===== src/rtl/control_juego.sv =====
// control_juego: sequencer for a 4x4 sliding-tile game. It owns the board
// register, accepts one move request at a time, hands the board to an
// external combinational movement datapath, spawns new tiles from an LFSR,
// and flags win or loss.
//
// Move handshake: btn_valid is a one-cycle strobe with no ready return. A
// strobe is taken only while the FSM sits in IDLE (busy low) with a legal
// btn_dir. Any other strobe is dropped and has no effect.
module control_juego #(
  parameter int unsigned GOAL = 2048,
  parameter logic [15:0] SEED = 16'hACE1
) (
  input  logic         clk,
  input  logic         rst,
  input  logic         btn_valid,
  input  logic [2:0]   btn_dir,
  output logic [2:0]   mov_sel,
  output logic [255:0] mov_in,
  input  logic [255:0] mov_out,
  output logic [255:0] board,
  output logic         busy,
  output logic         gano,
  output logic         perdio,
  output logic [15:0]  move_count,
  output logic [2:0]   state_dbg
);

  typedef enum logic [2:0] {
    S_INIT_A = 3'd0,
    S_INIT_B = 3'd1,
    S_IDLE   = 3'd2,
    S_APPLY  = 3'd3,
    S_SPAWN  = 3'd4,
    S_CHECK  = 3'd5,
    S_WIN    = 3'd6,
    S_LOSE   = 3'd7
  } state_e;

  // Where the shared spawn scan goes when it finishes.
  typedef enum logic [1:0] {
    RET_INIT_B = 2'd0,
    RET_IDLE   = 2'd1,
    RET_CHECK  = 2'd2
  } ret_e;

  state_e         state_q, state_d;
  ret_e           ret_q, ret_d;
  logic [15:0]    lfsr_q, lfsr_d;
  logic [255:0]   board_q, board_d;
  logic [15:0]    mc_q, mc_d;
  logic [2:0]     dir_q, dir_d;
  logic [3:0]     ptr_q, ptr_d;
  logic [3:0]     scan_q, scan_d;
  logic [2:0]     mov_sel_q, mov_sel_d;
  logic           busy_q, busy_d;
  logic           gano_q, gano_d;
  logic           perdio_q, perdio_d;

  logic [15:0]    cells [16];
  logic           any_win, any_empty, any_pair;
  logic           dir_legal;
  state_e         spawn_exit;

  // Unpack the board into per-cell values.
  always_comb begin
    for (int i = 0; i < 16; i++) cells[i] = board_q[i*16 +: 16];
  end

  // End-of-move board analysis: goal reached, free cell, mergeable neighbours.
  always_comb begin
    any_win   = 1'b0;
    any_empty = 1'b0;
    any_pair  = 1'b0;
    for (int i = 0; i < 16; i++) begin
      if (32'(cells[i]) >= GOAL) any_win = 1'b1;
      if (cells[i] == 16'd0) any_empty = 1'b1;
    end
    for (int r = 0; r < 4; r++) begin
      for (int c = 0; c < 3; c++) begin
        if (cells[r*4+c] == cells[r*4+c+1]) any_pair = 1'b1;
      end
    end
    for (int i = 0; i < 12; i++) begin
      if (cells[i] == cells[i+4]) any_pair = 1'b1;
    end
  end

  // Decode the spawn return target and the legality of the requested move.
  always_comb begin
    case (ret_q)
      RET_INIT_B: spawn_exit = S_INIT_B;
      RET_IDLE:   spawn_exit = S_IDLE;
      default:    spawn_exit = S_CHECK;
    endcase
    dir_legal = (btn_dir == 3'b001) || (btn_dir == 3'b010) ||
                (btn_dir == 3'b011) || (btn_dir == 3'b100);
  end

  // Next-state, datapath and registered-output computation.
  always_comb begin
    state_d  = state_q;
    ret_d    = ret_q;
    board_d  = board_q;
    mc_d     = mc_q;
    dir_d    = dir_q;
    ptr_d    = ptr_q;
    scan_d   = scan_q;
    gano_d   = gano_q;
    perdio_d = perdio_q;
    // Free-running: the tile position and value depend on how long play took.
    lfsr_d   = {lfsr_q[14:0], lfsr_q[15] ^ lfsr_q[13] ^ lfsr_q[12] ^ lfsr_q[10]};

    case (state_q)
      S_INIT_A: begin
        ptr_d   = lfsr_q[3:0];
        scan_d  = 4'd0;
        ret_d   = RET_INIT_B;
        state_d = S_SPAWN;
      end
      S_INIT_B: begin
        ptr_d   = lfsr_q[3:0];
        scan_d  = 4'd0;
        ret_d   = RET_IDLE;
        state_d = S_SPAWN;
      end
      S_IDLE: begin
        if (btn_valid && dir_legal) begin
          dir_d   = btn_dir;
          state_d = S_APPLY;
        end
      end
      S_APPLY: begin
        if (mov_out == board_q) begin
          state_d = S_IDLE;
        end else begin
          board_d = mov_out;
          mc_d    = (mc_q == 16'hFFFF) ? mc_q : mc_q + 16'd1;
          ptr_d   = lfsr_q[3:0];
          scan_d  = 4'd0;
          ret_d   = RET_CHECK;
          state_d = S_SPAWN;
        end
      end
      S_SPAWN: begin
        if (cells[ptr_q] == 16'd0) begin
          board_d[{ptr_q, 4'b0000} +: 16] = (lfsr_q[7:4] == 4'd0) ? 16'd4 : 16'd2;
          state_d = spawn_exit;
        end else begin
          ptr_d  = ptr_q + 4'd1;
          scan_d = scan_q + 4'd1;
          // Sixteenth occupied cell: board is full, leave without a tile.
          if (scan_q == 4'd15) state_d = spawn_exit;
        end
      end
      S_CHECK: begin
        if (any_win) begin
          gano_d  = 1'b1;
          state_d = S_WIN;
        end else if (!any_empty && !any_pair) begin
          perdio_d = 1'b1;
          state_d  = S_LOSE;
        end else begin
          state_d = S_IDLE;
        end
      end
      S_WIN:  state_d = S_WIN;
      S_LOSE: state_d = S_LOSE;
      default: state_d = S_INIT_A;
    endcase

    mov_sel_d = (state_d == S_APPLY) ? dir_d : 3'b000;
    busy_d    = !((state_d == S_IDLE) || (state_d == S_WIN) || (state_d == S_LOSE));
  end

  // State and output registers; reset wins over any in-flight operation.
  always_ff @(posedge clk) begin
    if (rst) begin
      state_q   <= S_INIT_A;
      ret_q     <= RET_INIT_B;
      lfsr_q    <= SEED;
      board_q   <= '0;
      mc_q      <= '0;
      dir_q     <= '0;
      ptr_q     <= '0;
      scan_q    <= '0;
      mov_sel_q <= '0;
      busy_q    <= 1'b1;
      gano_q    <= 1'b0;
      perdio_q  <= 1'b0;
    end else begin
      state_q   <= state_d;
      ret_q     <= ret_d;
      lfsr_q    <= lfsr_d;
      board_q   <= board_d;
      mc_q      <= mc_d;
      dir_q     <= dir_d;
      ptr_q     <= ptr_d;
      scan_q    <= scan_d;
      mov_sel_q <= mov_sel_d;
      busy_q    <= busy_d;
      gano_q    <= gano_d;
      perdio_q  <= perdio_d;
    end
  end

  assign mov_sel    = mov_sel_q;
  assign mov_in     = board_q;
  assign board      = board_q;
  assign busy       = busy_q;
  assign gano       = gano_q;
  assign perdio     = perdio_q;
  assign move_count = mc_q;
  assign state_dbg  = state_q;

endmodule


===== config.mk =====
export PLATFORM = sky130hd
export DESIGN_NAME = control_juego
export DESIGN_NICKNAME = d
export VERILOG_FILES = /design/src/rtl/control_juego.sv
export SDC_FILE = /design/constraint.sdc
export NUM_CORES = 1
export LEC_CHECK = 0
export CORE_AREA = 5 5 309 311
export DETAILED_ROUTE_END_ITERATION = 7
export DIE_AREA = 0 0 314 316
export GPL_TIMING_DRIVEN = 0
export SLEW_MARGIN = 20
export SYNTH_ARGS = -nofsm -noshare
export SYNTH_HDL_FRONTEND = slang
export SYNTH_SLANG_ARGS = --single-unit

===== constraint.sdc =====
create_clock -name clk -period 4.2 [get_ports clk]
set_input_delay 1.26 -clock clk [delete_from_list [all_inputs] [get_ports clk]]
set_output_delay 1.26 -clock clk [all_outputs]
set_load 0.02 [all_outputs]

# Word-level counts from Yosys, hierarchy flattened
# Cells that the tools add are included.
word_totals:
  in_bits: 262
  register_bits: 310
  wordCells: 212
op_classes:
  addsub: 4
  magnitude_cmp: 17
  n_mux: 82
  n_bitwise: 8
  eq_ne: 46
  reduce_logical: 41
  shifts: 2
op_table:
  columns: ["operator", "n"]
  rows:
  - ["two-way mux 256 bit", 2]
  - ["one-hot mux 256 bit (2 select lines)", 1]
  - ["equality test 16 bit", 24]
  - ["zero test 16 bit", 17]
  - ["bitwise mux 256 bit", 1]
  - ["equality test 256 bit", 1]
  - ["greater-or-equal comparator 16 x 12 -> 1 bit, second input constant", 16]
  - ["variable shift 16 x 10 -> 256 bit, first input constant", 1]
  - ["variable part select 16 x 10 -> 256 bit", 1]
  - ["binary-select mux 16 bit (select 4 bit)", 1]
  - ["two-way mux 1 bit", 56]
  - ["two-way mux 16 bit", 2]
  - ["two-way mux 3 bit", 9]
  - ["one-hot mux 4 bit (3 select lines)", 2]
  - ["equality test 3 bit, second input constant", 7]
  - ["one-hot mux 3 bit (7 select lines)", 1]
  - ["equality test 3 x 2 -> 1 bit, second input constant", 6]
  - ["adder 16 x 1 -> 16 bit, second input constant", 1]
  - ["equality test 16 bit, second input constant", 1]
  - ["two-way mux 4 bit", 4]
  - ["AND reduction 3 bit", 4]
  - ["negator 8 -> 10 bit", 1]
  - ["adder 4 x 1 -> 4 bit, second input constant", 2]
  - ["equality test 3 x 1 -> 1 bit, second input constant", 2]
  - ["20 further kinds", 37]

# Longest topological paths before layout
# Gate-level depths: netlist of the first run.
logic_depth:
  depth_word: 34
  ltp_mapped: 13
  depth_no_buf: 10

# Worst setup path after synthesis of the first run
# OpenSTA, ideal clock, no wires.
synth_timing:
  path_type: "input-to-reg"
  startpoint: "in mov_out[143]"
  endpoint: "reg board_q[109], in the netlist board[109]"
  slack_ps: 601
  cell_stages: 9
  t_arrival_ps: 3539
  setup_time_ps: 60
  n_path_buf: 1
  required_ps: 4140
  path_cell_list: "xnor2_1 > nand4_1 > nor4_1 > nand4_1 > o41ai_1 > o22ai_2 > a21oi_1 > clkbuf_1 > a22o_1"
synth_via:
  elab_chain_cells: 3
synth_lines:
  columns: ["element", "line", "rtl"]
  rows:
  - ["start: declaration", "19", "input logic [255:0] mov_out,"]
  - ["equality test 256 bit", "133", "if (mov_out == board_q) begin"]
  - ["inequality test 2 bit (no source line)", null, null]
  - ["AND reduction 3 bit (no source line)", null, null]
  - ["end signal: assignment", "194", "board_q <= board_d;"]
  - ["end: declaration", "49", "logic [255:0] board_q, board_d;"]
# No other way between the ends.
# A chain may end at the register's enable or synchronous reset.

# Worst setup path after layout of the first run
layout_timing:
  startpoint: "in mov_out[167]"
  endpoint: "reg board_q[202], in the netlist board[202]"
# Same word-level chain as after synthesis.

==> metrics.md, run 1 <==
| Metric | Value |
|---|---|
| Status | complete, but fails checks |
| Failing checks | setup timing |
| Mux share of post-synthesis cell area | 0.4571% |
| Boundary Pins | 799 |
| Arr. time, crit path | 4.86 ns |
| Syn nets | 2820 |
| WL final | 151100 um |
| Max_slew headroom | 13.18% |
| Worst-Margin Slew | 1.302 ns |
| Mapped Avg Cell Area | 8.580 um2 |
| Worst hold path class | reg2reg |
| Worst Setup Path Type | in2reg |
| Clk buf depth | 3 |
| Via count | 24150 |
| Leading cell type in the layout, fill and taps excluded | clkdlybuf4s50_1 |
| Slowest CP cell | nand4_1 |
| Synth area leaders | dfxtp_1, xnor2_1, a22o_1 |
| # nets final | 3680 |
| Seq cells post-synth | 310 |
| Worst setup EP type | flip-flop |
| Post-DP HPWL | 127500 um |
| Worst setup slack after placement | -2.484 ns |
| Die W | 314 um |
| Core box area | 92490 um2 |
| Compound-Gate Fraction of Synth Area | 15.87% |
| Mapped Cells | 2552 |
| R2R Setup Slk | 0.02 ns |
| EDFF count, synth | 0 |
| CTS Sinks | 310 |
| Fraction of layout cells with a size suffix above 1 | 13.99% |
| Drt initial violations | 2587 |
| Grt ovf | 0 |
| Commonest non-fill, non-tap cells in the layout | clkdlybuf4s50_1, xnor2_1, dfxtp_1 |
| Area Growth Syn to Fin | 54.21% |
| Max FO, Critical Path | 10 |
| Critical Path Sink | board[202] |
| Pins over their slew limit | 0 |
| Synth Warn # | 0 |
| XOR/XNOR Fraction of Synth Area | 26.16% |
| Fillcell total | 9567 |
| DRT Pass-1 Iters | 8 |
| Reg2Reg Launch Point | board[107] |
| Cell row count | 112 |
| Slack of the critical path | -0.1433 ns |
| All-Layer GR Usage | 28.58% |
| Post-synth cell types | 71 |
| Final Cycle Share | 103.4% |
| Max Clock Skew | 0.03923 ns |
| First-pass GRT wire length | 198200 um |
| FFs w/ async S/R, synth | 0% |
| Cell Pwr Density | 419.4 nW/um2 |
| Routability Congestion | 1.008 |
| CTS tree | done |
| Starting Density | 23.67% |
| Initial antenna violation count | 40 |
| DRC | 0 |
| Vias in the first global route | 22900 |
| Hold_buf cts | 0 |
| Depth of the CTS H-tree | 2 |
| Hold Vio Cnt, Final | 0 |
| Placed inst area | 31390 um2 |
| Largest family of logic cells by synthesized area | XOR/XNOR gates |
| Clk root buf | clkbuf_16 |
| Finish-stage setup viols | 225 |
| Vert. Die Dim | 316 um |
| Worst-path clk slew | 0.06 ns |
| Fmax | 230.2 MHz |
| Drt via density | 5.190 |
| Yosys top cell area share | 28.34% |
| Static leakage | 11.62 nW |
| Antenna Nets Post-Route | 0 |
| Port Buffer Count | 797 |
| Area leader, netlist | dfxtp_1 |
| Worst skew pair latency | 0.59 ns |
| Tmin final | 4.343 ns |
| CTS Buf Count | 40 |
| Post-Synth Simple-Gate Area | 14.15% |
| Dominant synthesized flop cell | dfxtp_1 |
| Synth Cell Area | 21900 um2 |
| Worst path cell trace | clkdlybuf4s50_1, xnor2_2, nand4_1, nor4_1, nand4_1, buf_4, o41ai_4, buf_4, o22ai_4, buf_12, a21oi_4, buf_6, a22o_1 |
| R2R cell count | 11 |
| Worst vdd ir | 277.1 uV |
| Final hold slack | 0.4082 ns |
| CP startpoint | mov_out[167] |
| Crit start category | input pin |
| Placed instance count | 4546 |
| Post-route insts no fill | 4653 |
| Largest stage delay, worst path | 0.52 ns |
| Post-synthesis adder-cell area fraction | 0.3429% |
| Largest net degree at the start of global routing | 13 |
| Max-Cap Viols | 0 |
| Worst reg2reg endpoint | board[178] |
| Die Area | 99220 um2 |
| Post-synthesis sequential area ratio | 28.34% |
| Finished Cell Area | 33770 um2 |
| Wire length per cell | 32.48 um |
| Req. time, crit path | 4.72 ns |
-- timing repair --
item / 4_1_cts / 5_1_grt
cloned: 0 / 3
setup buffers: 11 / 11
gates resized for setup: 108 / 65
endpoints found under the setup margin: 288 / 256
endpoints found under the hold margin: 0 / 0
pin swaps: 12 / 22
-- cells in the mapped netlist, drive strengths merged (24+ instances only) --
library cell  count
buf             289
clkbuf          286
a22o            225
a311oi           24
nor2             75
a21oi            74
nor3             41
xnor2           650
nand2            66
nor4             73
nand4           179
dfxtp           310
-- metal layers --
| layer | track usage [%] | routed length, um | vias to the layer above |
|---|---|---|---|
| li1 | - | - | 10460 |
| met3 | 8.160 | 15180 | 344 |
| met4 | 12.96 | 8777 | 32 |
| met5 | 0 | 197 | - |
| met1 | 34.28 | 56770 | 11770 |
| met2 | 47.66 | 70200 | 1538 |
-- cell families after synthesis --
group,count (synthesis)
muxes,7
adders and majority gates,6
and+or+nand+nor,551
DFF,310
buffers and inverters,585
AOI/OAI and AO/OA,439
xor gates and xnor gates,654
-- cell type report --
cell class,instances,area (um2),area share (%)
clock inverter,10,138.9,0.4113
clock buffer,59,1194,3.535
multi-input combinational,1657,13120,38.84
tap,1197,1498,4.435
inverter,10,37.54,0.1112
timing repair buffer,822,8212,24.32
sequential,310,6206,18.38
antenna,17,42.54,0.1260
buffer,571,3323,9.842
-- worst max-delay path: cells and delay by family --
| kind | cells | cell delay [ns] |
|---|---|---|
| AO/OA/AOI/OAI | 4 | 0.86 |
| XOR/XNOR | 1 | 0.47 |
| buffers and inverters | 5 | 1.27 |
| AND/OR/NAND/NOR | 3 | 0.97 |
-- through the flow --
step | TNS [ns] | power (W) | util [%]
floorplan | 0 | 0.006961 | -
CTS | -0.03463 | 0.01376 | 36.04
finish | -13.23 | 0.01416 | 36.51
global placement | -674.40 | 0.009889 | 33.92
detailed placement | -524.71 | 0.009896 | 33.94
global route | -0.1594 | 0.01453 | 36.47
-- where the power goes --
| part | total [W] | internal [W] | leakage (nW) | switching [W] |
|---|---|---|---|---|
| combinational | 0.00702 | 0.00269 | 8.46 | 0.00433 |
| clock | 0.00362 | 0.00215 | 0.654 | 0.00147 |
| sequential | 0.00353 | 0.00313 | 2.51 | 0.000396 |
| total | 0.0142 | 0.00797 | 11.6 | 0.00619 |
-- flip-flops by register name, summed over array words and instances, names as in the netlist, 2 cells and up --
name        flops
ret_q           2
mov_sel         3
board         256
scan_q          4
move_count     16
state_dbg       3
dir_q           3
ptr_q           4
lfsr_q         16
-- how the worst min path moves through the flow --
stage                           from          to  slack (ns)  cells past startpoint
after floorplan            lfsr_q[9]  lfsr_q[10]        0.39                      1
after global placement    lfsr_q[14]  lfsr_q[15]        0.39                      1
after detailed placement   lfsr_q[9]  lfsr_q[10]        0.40                      1
after CTS                 lfsr_q[14]  lfsr_q[15]        0.41                      1
after global routing       lfsr_q[9]  lfsr_q[10]        0.42                      1
final                     lfsr_q[14]  lfsr_q[15]        0.41                      1
Power figures use the tool's default switching activity.
==> inputs of run 2 (changes only) <==
Settings changed: ABC_AREA set to 1, CAP_MARGIN set to 25, CORE_AREA 5 5 309 311 to 5 5 305 307, CTS_CLUSTER_DIAMETER set to 120, DIE_AREA 0 0 314 316 to 0 0 310 312.
==> run 2 against run 1 <==
  * The flow now finishes without violations
  * Critical path depth rose by 1
  * Area after synthesis rose by 27%
  * Combinational power fell by 14%
  * Synthesized cell count rose by 93%
  * Via count rose by 46%
  * Highest routed layer unchanged
  * Largest cell class unchanged
  * Sequential power fell by 5%
  * Power fell by 6.7%
  * Core utilization rose by 6.6 points
  * Global-route usage rose by 3.7 points
  * Final cell count rose by 50%
  * First-iteration DRC count rose by 66%
  * Setup slack improved by 0.16 ns
==> metrics.md, run 2 <==
| Metric | Value |
|---|---|
| Syn nets | 5191 (was 2820) |
| Core box area | 89740 um2 (was 92490 um2) |
| Worst vdd ir | 221.4 uV (was 277.1 uV) |
| Max-Cap Viols | 0 (unchanged) |
| Starting Density | 30.91% (was 23.67%) |
| Area Growth Syn to Fin | 39.48% (was 54.21%) |
| Leading cell type in the layout, fill and taps excluded | nand2_1 (was clkdlybuf4s50_1) |
| EDFF count, synth | 0 (unchanged) |
| First-pass GRT wire length | 229100 um (was 198200 um) |
| Tot Pwr | 0.01322 W (was 0.01416 W) |
| Fmax | 239.3 MHz (was 230.2 MHz) |
| Largest net degree at the start of global routing | 13 (unchanged) |
| Worst skew pair latency | 0.61 ns (was 0.59 ns) |
| Mux share of post-synthesis cell area | 0.07218% (was 0.4571%) |
| Worst hold path class | reg2reg (unchanged) |
| Placed inst area | 37200 um2 (was 31390 um2) |
| Post-Synth Simple-Gate Area | 40.49% (was 14.15%) |
| Arr. time, crit path | 4.62 ns (was 4.86 ns) |
| Initial antenna violation count | 34 (was 40) |
| XOR/XNOR Fraction of Synth Area | 10.33% (was 26.16%) |
| Status | completed (was complete, but fails checks) |
| DRT Pass-1 Iters | 6 (was 8) |
| Largest stage delay, worst path | 0.67 ns (was 0.52 ns) |
| CTS tree | done (unchanged) |
| Final Cycle Share | 99.49% (was 103.4%) |
| Crit start category | input pin (unchanged) |
| Fillcell total | 9756 (was 9567) |
| Seq cells post-synth | 310 (unchanged) |
| Max FO, Critical Path | 10 (unchanged) |
| Core Util, Final | 43.11% (was 36.51%) |
| # nets final | 6033 (was 3680) |
| Post-synthesis adder-cell area fraction | 0.2707% (was 0.3429%) |
| Worst-path clk slew | 0.06 ns (about the same) |
| Clk root buf | clkbuf_16 (unchanged) |
| Cell row count | 110 (was 112) |
| Multi-input logic area | 16260 um2 (was 13120 um2) |
| Largest family of logic cells by synthesized area | simple AND/OR/NAND/NOR gates (was XOR/XNOR gates) |
| Mapped Cells | 4923 (was 2552) |
| Cell Pwr Density | 341.6 nW/um2 (was 419.4 nW/um2) |
| Yosys top cell area share | 23.33% (was 28.34%) |
| Antenna Nets Post-Route | 0 (unchanged) |
| Post-synthesis sequential area ratio | 22.38% (was 28.34%) |
| Pins over their slew limit | 0 (unchanged) |
| Worst-Margin Slew | 1.274 ns (was 1.302 ns) |
| Drt via density | 5.050 (was 5.190) |
| Register area | 6206 um2 (unchanged) |
| Finish-stage setup viols | 0 (was 225) |
| Static leakage | 19.07 nW (was 11.62 nW) |
| Dominant synthesized flop cell | dfxtp_1 (unchanged) |
| Boundary Pins | 799 (unchanged) |
| Top cells by count, synth | nand2_1, nor2_1, inv_1, nand3_1, a21oi_1 (was xnor2_1, dfxtp_1, clkbuf_1, buf_4, a22o_1) |
| Drt initial violations | 4303 (was 2587) |
| All-Layer GR Usage | 32.29% (was 28.58%) |
| Slowest CP cell | clkdlybuf4s50_1 (was nand4_1) |
| Mapped Avg Cell Area | 5.634 um2 (was 8.580 um2) |
| Clk buf depth | 3 (unchanged) |
| Die Area | 96720 um2 (was 99220 um2) |
| Commonest non-fill, non-tap cells in the layout | nand2_1, clkdlybuf4s50_1, nor2_1 (was clkdlybuf4s50_1, xnor2_1, dfxtp_1) |
| RSZ-0062 raised after global routing | false |
| WL final | 166700 um (was 151100 um) |
| Compound-Gate Fraction of Synth Area | 7.435% (was 15.87%) |
| Synth Warn # | 0 (unchanged) |
| CTS Sinks | 310 (unchanged) |
| Post-DP HPWL | 132400 um (was 127500 um) |
| Wire length per cell | 23.82 um (was 32.48 um) |
| Hold Vio Cnt, Final | 0 (unchanged) |
| Synth Cell Area | 27730 um2 (was 21900 um2) |
| Max Clock Skew | 0.02400 ns (was 0.03923 ns) |
| Depth of the CTS H-tree | 2 (unchanged) |
| Post-synth cell types | 34 (was 71) |
| Req. time, crit path | 4.64 ns (was 4.72 ns) |
| Routability Congestion | 1.013 (was 1.008) |
| Max_slew headroom | 15.10% (was 13.18%) |
| Most common cell in the netlist | nand2_1 (was xnor2_1) |
| Vert. Die Dim | 312 um (was 316 um) |
| Area leader, netlist | nand2_1 (was dfxtp_1) |
| Worst Setup Path Type | in2reg (unchanged) |
| Hold_buf cts | 0 (unchanged) |
| Tmin final | 4.178 ns (was 4.343 ns) |
| Worst setup EP type | flip-flop (unchanged) |
| Final hold slack | 0.4065 ns (was 0.4082 ns) |
| Grt ovf | 0 (unchanged) |
| Port Buffer Count | 797 (unchanged) |
| FFs w/ async S/R, synth | 0% (unchanged) |
| Finished Cell Area | 38680 um2 (was 33770 um2) |
| Vias in the first global route | 31580 (was 22900) |
| Via count | 35340 (was 24150) |
| Fraction of layout cells with a size suffix above 1 | 9.607% (was 13.99%) |
| Worst path cell trace | clkdlybuf4s50_1, xor2_1, nor2_1, nand2_1, nor2_1, nand2_1, nor2_1, nand2_1, nor2_1, nand2_1, clkbuf_2, clkbuf_2, nand3_1, a21oi_1 (was clkdlybuf4s50_1, xnor2_2, nand4_1, nor4_1, nand4_1, buf_4, o41ai_4, buf_4, o22ai_4, buf_12, a21oi_4, buf_6, a22o_1) |
| CTS Buf Count | 42 (was 40) |
| Die W | 310 um (was 314 um) |
| Synth area leaders | nand2_1, dfxtp_1, xor2_1 (was dfxtp_1, xnor2_1, a22o_1) |
| DRC | 0 (unchanged) |
| Max reg flops | 256 (unchanged) |
## run 2: cell count changes in the layout (fill, tap and decap cells not counted), moves of 45 or more
cell,previous run,this run
nor2_1,74,634
a21oi_1,58,313
a22o_1,225,0
nor4_1,67,3
nand4_1,179,49
clkbuf_1,261,163
o21ai_0,16,61
inv_1,8,455
buf_2,9,137
xor2_1,4,296
nand2_1,65,1724
nand3_1,22,337
xnor2_1,616,31
## run 2: cell families after synthesis
family	after synthesis
multiplexers	2
flip-flops	310
AO/OA/AOI/OAI	401
adder cells (fa/ha/maj)	6
AND/OR/NAND/NOR	2807
buffers and inverters	1070
XOR/XNOR	327
## run 2: final cells by class
type / count / area share, %
Antenna cell: 25 / 0.1617
Buffer: 603 / 9.144
Clock buffer: 54 / 2.989
Clock inverter: 23 / 0.6534
Inverter: 467 / 4.531
Multi-Input combinational cell: 3543 / 42.02
Sequential cell: 310 / 16.04
Tap cell: 1176 / 3.804
Timing Repair Buffer: 798 / 20.65
## run 2: final timing paths
path	from	to	slack, ns	depth (start not counted)
max	mov_out[0]	board[131]	0.02	14
min	lfsr_q[9]	lfsr_q[10]	0.41	1
max reg2reg	ptr_q[1]	board[191]	0.06	14
min reg2reg	lfsr_q[9]	lfsr_q[10]	0.41	1
## run 2: report_power, final
| part | internal, W | total, W | switching (W) | leakage, nW |
|---|---|---|---|---|
| Clock | 0.00221 | 0.00380 | 0.00160 | 0.693 |
| Sequential | 0.00309 | 0.00335 | 0.000256 | 2.50 |
| Combinational | 0.00196 | 0.00607 | 0.00411 | 15.9 |
| Total | 0.00725 | 0.0132 | 0.00596 | 19.1 |
## run 2: per-stage QoR
step	std cells	worst slack (ns)	TNS, ns
after CTS	6974	0.01054	0
after floorplan	4923	1.345	0
after detailed placement	6897	-0.6012	-86.74
after global placement	6896	-1.129	-167.89
after global routing	6989	0.01428	0
final	6999	0.02154	0
## run 2: per-layer routing
metal,vias up,wire [um],track usage [%]
li1,16480,-,-
met1,16370,65270,41.25
met2,2133,76740,53.40
met5,-,134,0
met3,342,17040,6.535
met4,18,7546,12.83
## run 2: repair_timing
| item | in CTS | in global routing |
|---|---|---|
| setup buffers | 0 | 0 |
| endpoints found under the setup margin | 2 | 21 |
| gates cloned | 0 | 0 |
| resized for setup | 1 | 6 |
| pin swaps | 0 | 0 |
## run 2: worst max-delay path: cells and delay by family
kind / cells / cell delay, ns
buffers and inverters: 3 / 1.60
AND/OR/NAND/NOR: 9 / 1.37
XOR/XNOR: 1 / 0.26
AO/OA/AOI/OAI: 1 / 0.09
